`src/rtl/read_req_queue.sv`:
```
// Row-read request queue: a small FIFO feeding a one-outstanding sequencer.
// A watchdog turns a missing read-unit response into an error response.
module read_req_queue #(
  parameter int DEPTH   = 4,
  parameter int ROW_W   = 4,
  parameter int DATA_W  = 32,
  parameter int TIMEOUT = 15
) (
  input  logic                     clk,
  input  logic                     rst,
  input  logic                     req_valid,
  input  logic [ROW_W-1:0]         req_row,
  output logic                     req_ready,
  output logic [$clog2(DEPTH):0]   occupancy,
  output logic [ROW_W-1:0]         rd_row,
  output logic                     rd_input_valid,
  input  logic                     rd_output_valid,
  input  logic [DATA_W-1:0]        rd_data,
  output logic                     resp_valid,
  output logic [ROW_W-1:0]         resp_row,
  output logic [DATA_W-1:0]        resp_data,
  output logic                     resp_err
);

  localparam int PTR_W = $clog2(DEPTH);
  localparam int CNT_W = $clog2(TIMEOUT);

  typedef enum logic {IDLE, WAIT} state_t;

  state_t           state;
  logic [ROW_W-1:0] mem [DEPTH];
  logic [PTR_W-1:0] wr_ptr;
  logic [PTR_W-1:0] rd_ptr;
  logic [CNT_W-1:0] wait_cnt;
  logic             push;
  logic             pop;

  // Space freed by a same-cycle pop is only visible next cycle
  assign req_ready = occupancy != (PTR_W+1)'(DEPTH);
  assign push      = req_valid && req_ready;
  assign pop       = (state == IDLE) && (occupancy != '0);

  always_ff @(posedge clk) begin
    if (push) mem[wr_ptr] <= req_row;
  end

  always_ff @(posedge clk or posedge rst) begin
    if (rst) begin
      wr_ptr    <= '0;
      rd_ptr    <= '0;
      occupancy <= '0;
    end else begin
      if (push) wr_ptr <= wr_ptr + 1'b1;
      if (pop)  rd_ptr <= rd_ptr + 1'b1;
      if (push && !pop)
        occupancy <= occupancy + 1'b1;
      else if (pop && !push)
        occupancy <= occupancy - 1'b1;
    end
  end

  always_ff @(posedge clk or posedge rst) begin
    if (rst) begin
      state          <= IDLE;
      wait_cnt       <= '0;
      rd_row         <= '0;
      rd_input_valid <= 1'b0;
      resp_valid     <= 1'b0;
      resp_row       <= '0;
      resp_data      <= '0;
      resp_err       <= 1'b0;
    end else begin
      rd_input_valid <= 1'b0;
      resp_valid     <= 1'b0;
      unique case (state)
        IDLE: begin
          if (pop) begin
            rd_row         <= mem[rd_ptr];
            rd_input_valid <= 1'b1;
            wait_cnt       <= '0;
            state          <= WAIT;
          end
        end
        WAIT: begin
          // A real response beats a coincident timeout
          if (rd_output_valid) begin
            resp_valid <= 1'b1;
            resp_row   <= rd_row;
            resp_data  <= rd_data;
            resp_err   <= 1'b0;
            state      <= IDLE;
          end else if (wait_cnt == CNT_W'(TIMEOUT-1)) begin
            resp_valid <= 1'b1;
            resp_row   <= rd_row;
            resp_data  <= '0;
            resp_err   <= 1'b1;
            state      <= IDLE;
          end else begin
            wait_cnt <= wait_cnt + 1'b1;
          end
        end
        default: state <= IDLE;
      endcase
    end
  end

endmodule

```
`config.mk`:
```
export PLATFORM = sky130hd
export DESIGN_NAME = read_req_queue
export DESIGN_NICKNAME = d
export VERILOG_FILES = /design/src/rtl/read_req_queue.sv
export SDC_FILE = /design/constraint.sdc
export NUM_CORES = 1
export LEC_CHECK = 0
export ABC_AREA = 1
export CORE_AREA = 2 2 83 85
export CTS_CLUSTER_SIZE = 40
export DETAILED_ROUTE_END_ITERATION = 6
export DIE_AREA = 0 0 85 87
export GPL_TIMING_DRIVEN = 0
export PLACE_DENSITY = 0.8
export SYNTH_ARGS = -nofsm -noshare
export SYNTH_HDL_FRONTEND = slang
export SYNTH_SLANG_ARGS = --single-unit
```
`constraint.sdc`:
```
create_clock -name clk -period 2.2 [get_ports clk]
set_clock_uncertainty 0.2 [all_clocks]
set_input_delay 0.22 -clock clk [delete_from_list [all_inputs] [get_ports clk]]
set_output_delay 0.22 -clock clk [all_outputs]
set_load 0.03 [all_outputs]
```
### Yosys cells after proc, flatten, opt, wreduce, memory -nomap -nowiden

Memories as Yosys holds them, arrays and structs flattened. A register that Yosys moved wholly into a read port is not among the register bits.
Cells that the tools add are included.

| storage, ports and cells | value |
|---|---|
| flip-flop bits (word level) | 51 |
| latch bits | 0 |
| RAM bits | 16 |
| ROM bits | 0 |
| bits of input ports | 40 |
| output and inout bits | 47 |
| logic and storage cells | 56 |
| memories | 1 |

| cells by class | value |
|---|---|
| $add $sub $neg | 5 |
| multiply operators | 0 |
| div/mod/pow operators | 0 |
| order comparisons | 0 |
| equality and inequality tests | 5 |
| shifts and indexed selects | 0 |
| muxes and demuxes | 22 |
| bitwise gates (word level) | 1 |
| reduce and logical (&&, ||, !) cells | 12 |

Memories:

| memory | words | width | read ports | clocked after Yosys merged registers in | write ports | RTL line | RTL |
|---|---|---|---|---|---|---|---|
| mem | 4 | 4 | 1 | 1 | 1 | 31 | `logic [ROW_W-1:0] mem [DEPTH];` |

Operator list:

| cell | number |
|---|---|
| $mux W32 | 2 |
| $mux W4 | 5 |
| $mux W1 | 11 |
| $pmux W4 S2 | 1 |
| $mux W3 | 2 |
| $ne A2 B2 Y1 const B | 3 |
| $add A2 B1 Y2 const B | 2 |
| $add A4 B1 Y4 const B | 1 |
| $eq A4 B4 Y1 const B | 1 |
| $logic_and A1 B1 Y1 | 4 |
| $reduce_and A2 Y1 | 2 |
| $reduce_bool A2 Y1 | 2 |
| $add A3 B1 Y3 const B | 1 |
| $ne A3 B3 Y1 const B | 1 |
| $reduce_and A3 Y1 | 1 |
| $reduce_bool A3 Y1 | 1 |
| $sub A3 B1 Y3 const B | 1 |
| $logic_not A1 Y1 | 2 |
| $pmux W1 S2 | 1 |
| $not A1 Y1 | 1 |

### Depth between registers and ports, before layout

| logic depth | value |
|---|---|
| depth in word-level cells | 6 |
| depth in mapped cells | 11 |
| mapped depth without buffers | 11 |

### Least setup slack after synthesis

No wires, ideal clock.

| timing path | value |
|---|---|
| path type | reg2reg |
| from | register occupancy[1] |
| to | register occupancy[2] |
| library setup time | 123 ps |
| arrival | 2116 ps |
| data required time | 1877 ps |
| slack | -239 ps |
| cell stages (with the launch flop) | 11 |
| buffers on the path | 0 |
| clock period less this slack | 2439 ps |
| cell sequence | dfrtp_1 -> inv_1 -> nand3_1 -> nand2_1 -> inv_1 -> ha_1 -> inv_1 -> fa_1 -> nand2_1 -> nand3_1 -> xor2_1 |

| on the way | value |
|---|---|
| word-level cells in the longest chain between the ends | 5 |
| elaborated cells on any way between the ends | 13 |

Ends and longest elaborated chain:

| what | RTL line | RTL |
|---|---|---|
| from (decl) | 14 | `output logic [$clog2(DEPTH):0] occupancy,` |
| from (signal assigned) | 56 | `occupancy <= occupancy + 1'b1;` |
| from (signal assigned) | 58 | `occupancy <= occupancy - 1'b1;` |
| $ne A3 B3 Y1 (*) | 39 | `assign req_ready = occupancy != (PTR_W+1)'(DEPTH);` |
| via req_ready | 13 | `output logic req_ready,` |
| $logic_and A1 B1 Y1 (*) | 40 | `assign push = req_valid && req_ready;` |
| via push | 35 | `logic push;` |
| $logic_not A1 Y1 | 57 | `else if (pop && !push)` |
| $logic_and A1 B1 Y1 | 57 |  |
| $reduce_bool A2 Y1 (no line) | - |  |

The timed path passes the listed nets; every way through them passes the cells marked *. The select of a mux whose other input is x is not followed.
A chain may end at the register's enable or synchronous reset.

### Worst setup path in the final report

| timing path | value |
|---|---|
| from | register occupancy[0] |
| to | register occupancy[2] |

| on the way | value |
|---|---|
| word-level cells in the longest chain between the ends | 5 |
| elaborated cells on any way between the ends | 13 |

Ends and longest elaborated chain:

| what |
|---|
| parallel branches: the longest is 5 deep, another holds $sub A3 B1 Y3 |

Several ways; the timed one is not identified. The select of a mux whose other input is x is not followed.

==> flow_summary.yaml <==
floorplan:
  rows: 30
  initial_utilization_pct: 45.71
  fp.dieH_um: 87
  design.die.area_um2: 7395
  die_w_um: 85
  io_pins: 87
  fp.coreArea_um2: 6569
power_and_ir_drop:
  irDropWorstVdd_mv: 0.9112
  cellPowerDensity_nw_per_um2: 1546
  p_leak_nw: 2.066
synth:
  async_flop_share_pct: 77.46
  synthFlopType: "dfrtp_1"
  synth_seq_area_share_pct: 61.83
  synth_common_cells: "127 x nand2_1, 55 x dfrtp_1, 43 x nand3_1, 27 x inv_1, 23 x nor2_1"
  synth_nets: 374
  synth_edf_count: 16
  postSynthCellCount: 326
  synth_top_cell_by_area: "dfrtp_1"
  yosys_warnings: 0
  syn_area_um2: 3003
  yosysMostFrequentCell: "nand2_1"
  ys_ff_latch: 71
  synth.avg_cell_area_um2: 9.211
  synthDistinctLibCells: 16
  synthTopCellsByArea: "dfrtp_1 46%, edfxtp_1 16%, nand2_1 16%"
  synth_top_area_share_pct: 45.83
worst_setup_path:
  reg2regPathDepth: 10
  required_ns: 2.23
  crit_path_end_kind: "flop"
  r2r_slack_ns: 0.12
  reg2reg_from: "occupancy[0]"
  crit_type: "reg -> reg"
  crit_end: "occupancy[2]"
  arrival_ns: 2.11
  start_kind: "flop"
  cp-startpoint: "occupancy[0]"
  path_max_fanout: 5
  r2r_end: "occupancy[2]"
placed_design:
  port_buffers: 85
  post-place-ws_ns: -0.08257
  place_hpwl_um: 4769
  place_area_um2: 3984
  routabilityCongestion: 0.7292
worst_hold_path:
  hold_class: "in -> reg"
final_layout:
  syn_to_final_growth_pct: 42.25
  drive_gt1_share_pct: 9.908
  num-fill-cells: 523
  antenna_cells: 0
  fin_area_um2: 4272
  fin_nets: 477
cts:
  clock-root-buffer: "clkbuf_8"
  ctsHtreeMaxLevel: 3
  cts_tree: "yes"
  cts.clk_slew.worst_paths_ns: 0.08
  clock_latency_ns: 0.34
  cts_buffers: 9
  cts_buffer_depth: 2
  clock_sinks: 71
drt:
  post-route-drc-count: 0
  wire_per_inst_um: 12.70
  vias: 2464
  drt-met1-wl_um: 2810
  postRouteAntennaNets: 0
  drt-vias-per-instance: 4.794
  firstDrtPassIters: 4
  routed-wl-met2_um: 3293
  drt_iter0_drc: 155
  route.met3.wl_um: 291
  top_layer_used: "met4"
  wl_um: 6528
global_route:
  grt_remaining_overflow: 0
  grt_pass1_vias: 2430
  grt.total_usage_pct: 18.49
  grt_max_degree: 44
  grt_pass1_wl_um: 10790
  antenna_found_initial: 0
flow_run:
  drv_cap: 0
timing:
  rsz0062_at_grt: "false"
  slew_viol_final: 0
  fin_ws_ns: 0.1210
  maxSlewHeadroom_pct: 68.91
  min_period_ns: 2.079
  worst_slew_pin_slew_ns: 0.4663
  clock.fmax_mhz: 481.0
  timing.final.crit_share_pct: 94.50
  setup_tns_ns: 0
  hold_viol: 0
  setup_viol: 0
status:
  status: "complete, no violations"
[through the flow]
stage / hold WS, ns / utilization [%] / total power, mW / cells
3_5_place_dp: 0.2581 / 60.65 / 5.407 / 492
2_1_floorplan: 0.1189 / - / 4.144 / 326
3_3_place_gp: 0.2530 / 60.34 / 5.292 / 491
4_1_cts: 0.2066 / 64.42 / 6.573 / 510
6_report: 0.2276 / 65.03 / 6.605 / 514
5_1_grt: 0.2179 / 65.03 / 7.063 / 514
[state kept, by name, indices dropped and copies added (netlist names)]
name and cells:
resp_valid 1, wait_cnt 4, wr_ptr 2, state 1, rd_row 4, resp_data 32
occupancy 3, rd_ptr 2, mem 16, resp_row 4, resp_err 1, rd_input_valid 1
[critical path: stages, from the launching register on]
cell     delay, ns
dfrtp_2       0.43
inv_1         0.10
nand3_2       0.09
nand2_2       0.11
buf_6         0.12
ha_2          0.17
inv_1         0.07
fa_2          0.34
nand2_1       0.08
nand3_1       0.09
xor2_1        0.17
[what timing repair did]
action | CTS | global route
cloned | 0 | 0
resized for setup | 3 | 5
hold endpoints to repair | 15 | 0
pin swaps | 0 | 2
buffers inserted | 0 | 4
setup endpoints to repair | 1 | 2
hold buffers | 2 | 0
[report_power, final]
| group | switching [mW] | internal, mW |
|---|---|---|
| Combinational | 1.97 | 1.32 |
| Clock | 0.512 | 0.605 |
| Sequential | 0.310 | 1.89 |
| Total | 2.79 | 3.82 |
[layout by cell type (no fill, tap or decap), drive strengths merged]
master,n
ha,7
dlygate4sd3,2
inv,33
bufinv,1
nand2,127
fa,1
nand3,43
nor2,23
edfxtp,16
o21ai,5
clkdlybuf4s50,85
xor2,2
dfrtp,55
clkbuf,16
buf,14
xnor2,3
clkinvlp,1
[area by class of cell]
| cell class | instances | area, um2 | share of cell area, % |
|---|---|---|---|
| sequential | 71 | 1859 | 43.53 |
| buffer | 15 | 88.84 | 2.080 |
| clock inverter | 6 | 70.07 | 1.640 |
| timing repair buffer | 92 | 920.9 | 21.56 |
| inverter | 29 | 108.9 | 2.548 |
| tap | 80 | 100.1 | 2.343 |
| clock buffer | 10 | 148.9 | 3.486 |
| multi-input combinational | 211 | 974.7 | 22.82 |
[per-layer routing]
metal,vias to the layer above,track usage (%)
li1,1223,-
met1,1166,22.68
met2,64,30.47
met3,11,4.645
met4,0,9.380
met5,-,0
[worst min path at each step]
stage	from	to	slack, ns	depth (start not counted)
floorplan	req_row[0]	mem[0][0]	0.12	0
global placement	resp_data[30]	resp_data[30]	0.25	2
detailed placement	resp_data[30]	resp_data[30]	0.26	2
CTS	rd_data[7]	resp_data[7]	0.21	3
global route	rd_data[16]	resp_data[16]	0.22	3
finish	rd_data[7]	resp_data[7]	0.23	3
[cells by family after synthesis]
group,after synthesis,share of synthesized area [%]
compound gates,5,0.8332
buf+inv,44,6.375
xor+xnor,5,1.459
simple gates,193,25.92
flops,71,61.83
fa+ha+maj,8,3.583
Note: power is estimated with default switching activity, not from simulation.
